**config.mk**
```make
export PLATFORM = sky130hd
export DESIGN_NAME = transformation_sequencer
export DESIGN_NICKNAME = d
export VERILOG_FILES = /design/src/rtl/gcn_trans_pkg.sv /design/src/rtl/transformation_sequencer_counter.sv /design/src/rtl/transformation_sequencer.sv
export SDC_FILE = /design/constraint.sdc
export NUM_CORES = 1
export LEC_CHECK = 0
export CORE_MARGIN = 4
export CORE_UTILIZATION = 44
export DETAILED_ROUTE_END_ITERATION = 7
export GPL_TIMING_DRIVEN = 0
export PLACE_DENSITY = 0.75
export SETUP_SLACK_MARGIN = 0.4
export SLEW_MARGIN = 20
export SYNTH_ARGS = -nofsm -noshare
export SYNTH_HDL_FRONTEND = slang
export SYNTH_SLANG_ARGS = --single-unit
```
**constraint.sdc**
```tcl
create_clock -name clk -period 4.9 [get_ports clk]
set_clock_uncertainty 0.2 [all_clocks]
set_input_delay 1.225 -clock clk [delete_from_list [all_inputs] [get_ports clk]]
set_output_delay 1.225 -clock clk [all_outputs]
set_load 0.05 [all_outputs]
```
**src/rtl/gcn_trans_pkg.sv**
```systemverilog
// Shared types and constants for the GCN transformation sequencer.
package gcn_trans_pkg;

  typedef enum logic [2:0] {
    IDLE,
    LOAD_W,
    LOAD_F,
    COMPUTE,
    WAIT_DP,
    WRITE_ROW,
    DONE,
    ERROR
  } trans_state_t;

  localparam logic [12:0] FEATURE_BASE_DEFAULT = 13'h200;

  // Width needed to count 0..timeout inclusive.
  function automatic int timeout_width(input int timeout);
    return $clog2(timeout + 1);
  endfunction

endpackage

```
**src/rtl/transformation_sequencer_counter.sv**
```systemverilog
// Small clear/increment counter with a terminal-value flag.
module trans_ctrl_counter #(
  parameter int WIDTH = 2,
  parameter int LAST  = 2
) (
  input  logic             clk,
  input  logic             reset,
  input  logic             clear,
  input  logic             inc,
  output logic [WIDTH-1:0] count,
  output logic             is_last
);

  // Count register: reset/clear to zero, otherwise step on inc.
  always_ff @(posedge clk) begin
    if (!reset) begin
      count <= '0;
    end else if (clear) begin
      count <= '0;
    end else if (inc) begin
      count <= count + WIDTH'(1);
    end
  end

  assign is_last = (count == WIDTH'(LAST));

endmodule

```
**src/rtl/transformation_sequencer.sv**
```systemverilog
// Control FSM sequencing weight loads, feature-row loads, per-column dot
// products and row writes for the FM x WM transformation.
module transformation_sequencer
  import gcn_trans_pkg::*;
#(
  parameter int FEATURE_ROWS  = 6,
  parameter int WEIGHT_COLS   = 3,
  parameter int ADDRESS_WIDTH = 13,
  parameter logic [ADDRESS_WIDTH-1:0] FEATURE_BASE = ADDRESS_WIDTH'(FEATURE_BASE_DEFAULT),
  parameter int DP_TIMEOUT    = 255,
  parameter int COUNTER_WEIGHT_WIDTH  = $clog2(WEIGHT_COLS),
  parameter int COUNTER_FEATURE_WIDTH = $clog2(FEATURE_ROWS)
) (
  input  logic                             clk,
  input  logic                             reset,
  input  logic                             start,
  output logic [ADDRESS_WIDTH-1:0]         read_address,
  output logic                             enable_read,
  output logic                             weight_load,
  output logic [COUNTER_WEIGHT_WIDTH-1:0]  weight_col_sel,
  output logic                             feature_load,
  output logic                             dp_start,
  input  logic                             dp_valid,
  output logic                             row_write,
  output logic [COUNTER_FEATURE_WIDTH-1:0] read_row,
  output logic                             done_trans,
  output logic                             error
);

  localparam int TO_W = timeout_width(DP_TIMEOUT);

  trans_state_t state, next_state;

  logic [COUNTER_WEIGHT_WIDTH-1:0]  w_cnt, c_cnt;
  logic [COUNTER_FEATURE_WIDTH-1:0] f_cnt;
  logic [TO_W-1:0]                  to_cnt;
  logic w_last, f_last, c_last, to_last;
  logic w_clear, w_inc, f_clear, f_inc, c_clear, c_inc;

  // Counter controls depend on state (and dp_valid for the column step);
  // they only feed registers, never outputs.
  assign w_clear = (state == IDLE);
  assign w_inc   = (state == LOAD_W) && !w_last;
  assign f_clear = (state == IDLE);
  assign f_inc   = (state == WRITE_ROW) && !f_last;
  assign c_clear = (state == LOAD_F);
  assign c_inc   = (state == WAIT_DP) && dp_valid && !c_last;
  assign to_last = (to_cnt == TO_W'(DP_TIMEOUT - 1));

  trans_ctrl_counter #(.WIDTH(COUNTER_WEIGHT_WIDTH), .LAST(WEIGHT_COLS - 1)) u_w_cnt (
    .clk(clk), .reset(reset), .clear(w_clear), .inc(w_inc), .count(w_cnt), .is_last(w_last)
  );

  trans_ctrl_counter #(.WIDTH(COUNTER_FEATURE_WIDTH), .LAST(FEATURE_ROWS - 1)) u_f_cnt (
    .clk(clk), .reset(reset), .clear(f_clear), .inc(f_inc), .count(f_cnt), .is_last(f_last)
  );

  trans_ctrl_counter #(.WIDTH(COUNTER_WEIGHT_WIDTH), .LAST(WEIGHT_COLS - 1)) u_c_cnt (
    .clk(clk), .reset(reset), .clear(c_clear), .inc(c_inc), .count(c_cnt), .is_last(c_last)
  );

  // Dot-product timeout counter: restarts with every dp_start.
  always_ff @(posedge clk) begin
    if (!reset) begin
      to_cnt <= '0;
    end else if (state == COMPUTE) begin
      to_cnt <= '0;
    end else if ((state == WAIT_DP) && !dp_valid) begin
      to_cnt <= to_cnt + TO_W'(1);
    end
  end

  // State register.
  always_ff @(posedge clk) begin
    if (!reset) begin
      state <= IDLE;
    end else begin
      state <= next_state;
    end
  end

  // Next-state and output decode; outputs use only state and counters.
  always_comb begin
    next_state     = state;
    read_address   = '0;
    enable_read    = 1'b0;
    weight_load    = 1'b0;
    weight_col_sel = '0;
    feature_load   = 1'b0;
    dp_start       = 1'b0;
    row_write      = 1'b0;
    read_row       = '0;
    done_trans     = 1'b0;
    error          = 1'b0;
    case (state)
      IDLE: begin
        if (start) next_state = LOAD_W;
      end
      LOAD_W: begin
        enable_read    = 1'b1;
        read_address   = ADDRESS_WIDTH'(w_cnt);
        weight_load    = 1'b1;
        weight_col_sel = w_cnt;
        if (w_last) next_state = LOAD_F;
      end
      LOAD_F: begin
        enable_read  = 1'b1;
        read_address = FEATURE_BASE + ADDRESS_WIDTH'(f_cnt);
        feature_load = 1'b1;
        read_row     = f_cnt;
        next_state   = COMPUTE;
      end
      COMPUTE: begin
        dp_start       = 1'b1;
        weight_col_sel = c_cnt;
        next_state     = WAIT_DP;
      end
      WAIT_DP: begin
        weight_col_sel = c_cnt;
        if (dp_valid) begin
          next_state = c_last ? WRITE_ROW : COMPUTE;
        end else if (to_last) begin
          next_state = ERROR;
        end
      end
      WRITE_ROW: begin
        row_write  = 1'b1;
        read_row   = f_cnt;
        next_state = f_last ? DONE : LOAD_F;
      end
      DONE: begin
        done_trans = 1'b1;
        if (!start) next_state = IDLE;
      end
      ERROR: begin
        error = 1'b1;
      end
    endcase
  end

endmodule

```
## Word level (Yosys, flattened, before mapping)

Cells that the tools add are included.

- Add/sub/neg operators: 5
- Equality and inequality tests: 15
- Muxes and demuxes: 18
- Bitwise operators: 1
- Reduce and logical (&&, ||, !) cells: 18

Operator list:

| operator | number |
|---|---|
| $mux 3 | 8 |
| $pmux 11 s2 | 1 |
| $pmux 3 s7 | 1 |
| $eq 3x3->1 const B | 5 |
| $reduce_or 2->1 | 6 |
| $add 10x3->11 const A | 1 |
| $add 8x1->8 const B | 1 |
| $eq 8x8->1 const B | 1 |
| $mux 1 | 7 |
| $reduce_bool 7->1 | 1 |
| $eq 3x2->1 const B | 2 |
| $ne 2x2->1 const B | 3 |
| $logic_and 1x1->1 | 5 |
| $reduce_and 5->1 | 1 |
| $add 2x1->2 const B | 2 |
| $eq 2x2->1 const B | 2 |
| $logic_not 1->1 | 4 |
| $pmux 2 s2 | 1 |
| $add 3x1->3 const B | 1 |
| $eq 3x1->1 const B | 1 |
| $logic_not 3->1 | 1 |
| $ne 3x3->1 const B | 1 |
| $not 1->1 | 1 |

- Register bits: 18
- Bits of input ports: 4
- Output and inout port bits: 25
- Logic and storage cells: 62

## Longest topological paths before layout

- Depth in word-level cells: 4
- Mapped depth: 6
- Depth with buffers taken out: 6

## By module

Synthesis repeated with hierarchy kept, for this count alone.

- Cells, all modules: 147
- Area total of the unflattened synthesis: 1241.2 µm²

Modules (own cells, without submodules):

| module | times used | cells each | area each (µm²) | seq. area each (µm²) |
|---|---|---|---|---|
| transformation_sequencer | 1 | 114 | 888.4 | 220.2 |
| trans_ctrl_counter (u_c_cnt ...) | 2 | 9 | 98.8 | 40.0 |
| trans_ctrl_counter (u_f_cnt) | 1 | 15 | 155.1 | 60.1 |

## Worst setup path after synthesis

No wires, ideal clock.

- Path type: register to output
- Start point: reg state[2]
- End point: out read_address[1]
- Arrival: 2.088 ns
- Data required time: 3.475 ns
- Path slack: 1.387 ns
- Stages on the path, launching flop included: 6
- Buffers on the path: 1
- Cells stage by stage: dfxtp_1 > buf_2 > nand2b_1 > nor2_1 > nand2_1 > o21ai_0

- Cells in the longest elaborated chain, start to end: 2
- Elaborated cells on any way between the ends: 3
- Those cells by class: 2 x eq/ne; 1 x mux

Ends and longest elaborated chain:

| item | line | source |
|---|---|---|
| from (decl) | transformation_sequencer.sv:32 | `trans_state_t state, next_state;` |
| from (signal assigned) | transformation_sequencer.sv:78 | `state <= next_state;` |
| $eq 3x2->1 / $eq 3x1->1 (equally long branches) | transformation_sequencer.sv:95 | `case (state)` |
| $pmux 11 s2 (*) | transformation_sequencer.sv:95 |  |
| to (decl) | transformation_sequencer.sv:17 | `output logic [ADDRESS_WIDTH-1:0] read_address,` |

Mark *: on every way between the ends. The rest lies on a longest branch, timed or not.

## Worst setup path in the final report

- Start point: reg state[2]
- End point: out weight_col_sel[1]

- Cells in the longest elaborated chain, start to end: 3
- Elaborated cells on any way between the ends: 5
- Those cells by class: 3 x eq/ne; 1 x mux; 1 x reduce/logical

Ends and longest elaborated chain:

| item | line | source |
|---|---|---|
| $eq 3x2->1 / $eq 3x3->1 (equally long branches) | transformation_sequencer.sv:95 |  |
| $reduce_or 2->1 (no source line) | -- |  |
| $pmux 2 s2 (*) | transformation_sequencer.sv:95 |  |
| to (decl) | transformation_sequencer.sv:20 | `output logic [COUNTER_WEIGHT_WIDTH-1:0] weight_col_sel,` |

Marked as above.

==> tab_implementation.tex <==
\begin{tabular}{lr}
\hline
Metric & Value \\
\hline
\multicolumn{2}{l}{\textbf{STA}} \\
Max transition margin & 55.3\% \\
Max Freq & 269 MHz \\
Setup total negative slack & 0 ns \\
Final Critical Period & 3.71 ns \\
Count of endpoints failing setup in the final report & 0 \\
Unrepaired setup endpoints after global routing & false \\
Actual transition at the worst max-transition pin & 0.664 ns \\
Number of hold violations in the final report & 0 \\
Final period util & 75.8\% \\
Count of final max-slew check failures & 0 \\
\multicolumn{2}{l}{\textbf{Floorplanning}} \\
Core box area & 0.00245 sq mm \\
Count of pins on the block boundary & 29 \\
Std-Cell Rows & 18 \\
Die extent in y & 58.7 um \\
Initial standard-cell utilization of the core & 46.1\% \\
Die width & 58.7 um \\
Die outline area & 0.00345 sq mm \\
\multicolumn{2}{l}{\textbf{GRT}} \\
Antenna violations before repair & 0 \\
Via count of the first global-routing pass & 932 \\
First-pass GRT wire length & 4000 um \\
Overflow left after global routing & 0 \\
Overall track demand over capacity in global routing & 14.7\% \\
Pin count of the biggest net entering global routing & 11 \\
\multicolumn{2}{l}{\textbf{Clock network}} \\
Setup fix buffers added after clock tree synthesis & 0 \\
Resized Gates After CTS & 0 \\
Clock tree from TritonCTS & yes \\
Clock tree buffer depth & 2 \\
Root Buffer & sky130\_fd\_sc\_hd\_\_clkbuf\_4 \\
Number of clock sinks seen by CTS & 18 \\
Total clock buffers created by CTS & 3 \\
H-tree depth reported by CTS & 1 \\
Clock Latency Late Sink & 0.29 ns \\
Clock Pin Slew Worst Setup and Hold Paths & 0.11 ns \\
Hold-fix buffer count after cts & 0 \\
\multicolumn{2}{l}{\textbf{Critical path}} \\
Setup Crit Path Kind & reg -> out \\
Startpoint types & register \\
Worst endpoint required time & 3.47 ns \\
Worst-path fanout max & 10 \\
Nature of the critical path endpoint & output port \\
Arrival time worst endpoint & 2.29 ns \\
\multicolumn{2}{l}{\textbf{Finish}} \\
Final Instance Count excl. Fillers & 202 \\
Layout cell share with drive strength beyond 1 & 11.0\% \\
Diodes inserted & 0 \\
Most common cell after layout, fill and taps aside & sky130\_fd\_sc\_hd\_\_nor2\_1 \\
Most used cells in the layout excluding fill and tap cells & sky130\_fd\_sc\_hd\_\_nor2\_1, sky130\_fd\_sc\_hd\_\_clkdlybuf4s50\_1, sky130\_fd\_sc\_hd\_\_dfxtp\_1 \\
Net count of the finished layout & 183 \\
Relative area change from synthesis to final layout & 26.0\% \\
\multicolumn{2}{l}{\textbf{Route}} \\
DRT Pass-1 Iters & 4 \\
Total length of routed wires & 2340 um \\
Detailed router's first-iteration violation count & 12 \\
Via total after detailed routing & 992 \\
Via density per instance & 4.91 \\
Per-cell routed wire length & 11.6 um \\
Routed Antenna Nets & 0 \\
DRC & 0 \\
\multicolumn{2}{l}{\textbf{Placement}} \\
Placed instance count & 198 \\
Final weighted congestion in routability-driven placement & 0.879 \\
Detailed placer's ending HPWL & 1920 um \\
Port Buffer Count & 19 \\
\multicolumn{2}{l}{\textbf{Pwr}} \\
Largest vdd supply drop & 322 uV \\
Pleak & 0.000612 uW \\
Pwr per Cell Area & 469 mW/mm\^{}2 \\
\multicolumn{2}{l}{\textbf{Synthesis}} \\
Synthesized area divided by synthesized cell count & 8.03 sq um \\
Library cell occupying the most area in the post-synthesis netlist & sky130\_fd\_sc\_hd\_\_dfxtp\_1 \\
Cells after Synth & 141 \\
Main area contributors after synthesis & sky130\_fd\_sc\_hd\_\_dfxtp\_1, sky130\_fd\_sc\_hd\_\_nor2\_1, sky130\_fd\_sc\_hd\_\_buf\_4 \\
Yosys warning total & 0 \\
Synth top area share & 31.8\% \\
Syn Std Cell Area & 0.00113 sq mm \\
Sequential fraction of the synthesis area & 31.8\% \\
Number of register bits inferred by synthesis & 18 \\
Unique cell type count in the Yosys netlist & 34 \\
\multicolumn{2}{l}{\textbf{Outcome}} \\
Status & complete, no violations \\
\multicolumn{2}{l}{\textbf{Worst hold path}} \\
Kind of path behind the tightest hold check & reg -> reg \\
\multicolumn{2}{l}{\textbf{Run}} \\
Max-cap violations & 0 \\
\hline
\end{tabular}
-- registers in the layout, summed over array words and instances (netlist names) --
name,flops
u_c_cnt.count,2
to_cnt,8
u_f_cnt.count,3
state,3
u_w_cnt.count,2
-- worst paths after layout --
kind / slack [ns] / from / to / cells after the start
min: 0.33 / u_c_cnt.count[1]$_SDFFE_PP0P_ / u_c_cnt.count[1]$_SDFFE_PP0P_ / 2
max reg2reg: 3.15 / state[1]$_SDFFE_PN0P_ / state[1]$_SDFFE_PN0P_ / 5
min reg2reg: 0.33 / u_c_cnt.count[1]$_SDFFE_PP0P_ / u_c_cnt.count[1]$_SDFFE_PP0P_ / 2
max: 1.19 / state[2]$_SDFFE_PN0P_ / weight_col_sel[1] / 6
-- kinds of logic (layout without fill, tap and decap cells) --
group | after synthesis | after routing | synth area share [%]
xor+xnor | 11 | 11 | 8.51
buf+inv | 22 | 45 | 11.4
compound gates | 22 | 22 | 13.0
mux | 2 | 2 | 1.77
other cells | 1 | 9 | 0.331
fa+ha+maj | 6 | 6 | 6.63
flops | 18 | 18 | 31.8
simple gates | 59 | 59 | 26.5
-- synthesized netlist by cell type --
master                     instances
sky130_fd_sc_hd__conb_1            1
sky130_fd_sc_hd__o21ai_0           5
sky130_fd_sc_hd__nand3_1           3
sky130_fd_sc_hd__nor3_2            1
sky130_fd_sc_hd__o31ai_1           1
sky130_fd_sc_hd__nor3b_1           1
sky130_fd_sc_hd__ha_1              6
sky130_fd_sc_hd__o21ai_1           2
sky130_fd_sc_hd__a21oi_1           3
sky130_fd_sc_hd__nor2_1           23
sky130_fd_sc_hd__o311a_1           2
sky130_fd_sc_hd__xnor2_1           4
sky130_fd_sc_hd__nor2b_1           1
sky130_fd_sc_hd__nand3b_1          1
sky130_fd_sc_hd__buf_4            10
sky130_fd_sc_hd__a21o_1            1
sky130_fd_sc_hd__nor3_1            1
sky130_fd_sc_hd__nand2_1          12
sky130_fd_sc_hd__mux2i_1           2
sky130_fd_sc_hd__nor4b_4           1
sky130_fd_sc_hd__a211oi_1          5
sky130_fd_sc_hd__and3_1            4
sky130_fd_sc_hd__nand4_1           5
sky130_fd_sc_hd__buf_6             1
sky130_fd_sc_hd__inv_1             8
sky130_fd_sc_hd__a22o_1            1
sky130_fd_sc_hd__buf_2             1
sky130_fd_sc_hd__o211ai_1          1
sky130_fd_sc_hd__xor2_1            7
sky130_fd_sc_hd__and2_1            2
sky130_fd_sc_hd__o21ai_2           1
sky130_fd_sc_hd__nand2b_1          4
sky130_fd_sc_hd__clkbuf_1          2
sky130_fd_sc_hd__dfxtp_1          18
-- layer usage --
metal | up-vias | routed length (um) | part of all wire (%) | track usage (%)
met5 | - | 0 | 0 | 0
met4 | 0 | 21 | 0.90 | 4.85
met3 | 4 | 94 | 4.0 | 2.85
met2 | 19 | 1110 | 47 | 22.9
met1 | 448 | 1120 | 48 | 20.2
li1 | 521 | - | - | -
-- where the power goes --
part / internal (uW) / leakage (uW) / switching, uW
Sequential: 169 / 0.000146 / 15.3
Combinational: 138 / 0.000445 / 253
Clock: 45.3 / 0.0000210 / 47.9
Total: 352 / 0.000612 / 316
-- per-stage QoR --
stage / utilization (%) / total power [uW] / hold slack [ns] / area, sq um / setup slack (ns)
after floorplan: - / 486 / 0.279 / 1160 / 1.39
after global placement: 56.6 / 570 / 0.295 / 1390 / 1.55
after detailed placement: 56.6 / 579 / 0.315 / 1390 / 1.53
after CTS: 58.1 / 672 / 0.335 / 1430 / 1.19
after global routing: 58.1 / 717 / 0.377 / 1430 / 1.04
final: 58.1 / 668 / 0.327 / 1430 / 1.19
-- area by class of cell --
class                      instances  area [sq um]
fill                             239          1030
clock buffer                       4          36.3
buffer                            14          98.8
multi-input combinational        109           673
tap                               30          37.5
timing repair buffer              19           190
sequential                        18           360
inverter                           8          30.0
-- worst max-delay path, cell delays in order, from the launching register on --
cell,delay [ns]
sky130_fd_sc_hd__dfxtp_1,0.32
sky130_fd_sc_hd__buf_2,0.17
sky130_fd_sc_hd__nand2b_1,0.25
sky130_fd_sc_hd__nor2_1,0.24
sky130_fd_sc_hd__o21ai_0,0.14
sky130_fd_sc_hd__nand2_1,0.08
sky130_fd_sc_hd__clkdlybuf4s50_1,0.79
No activity file was read; power rests on OpenSTA's default activity.
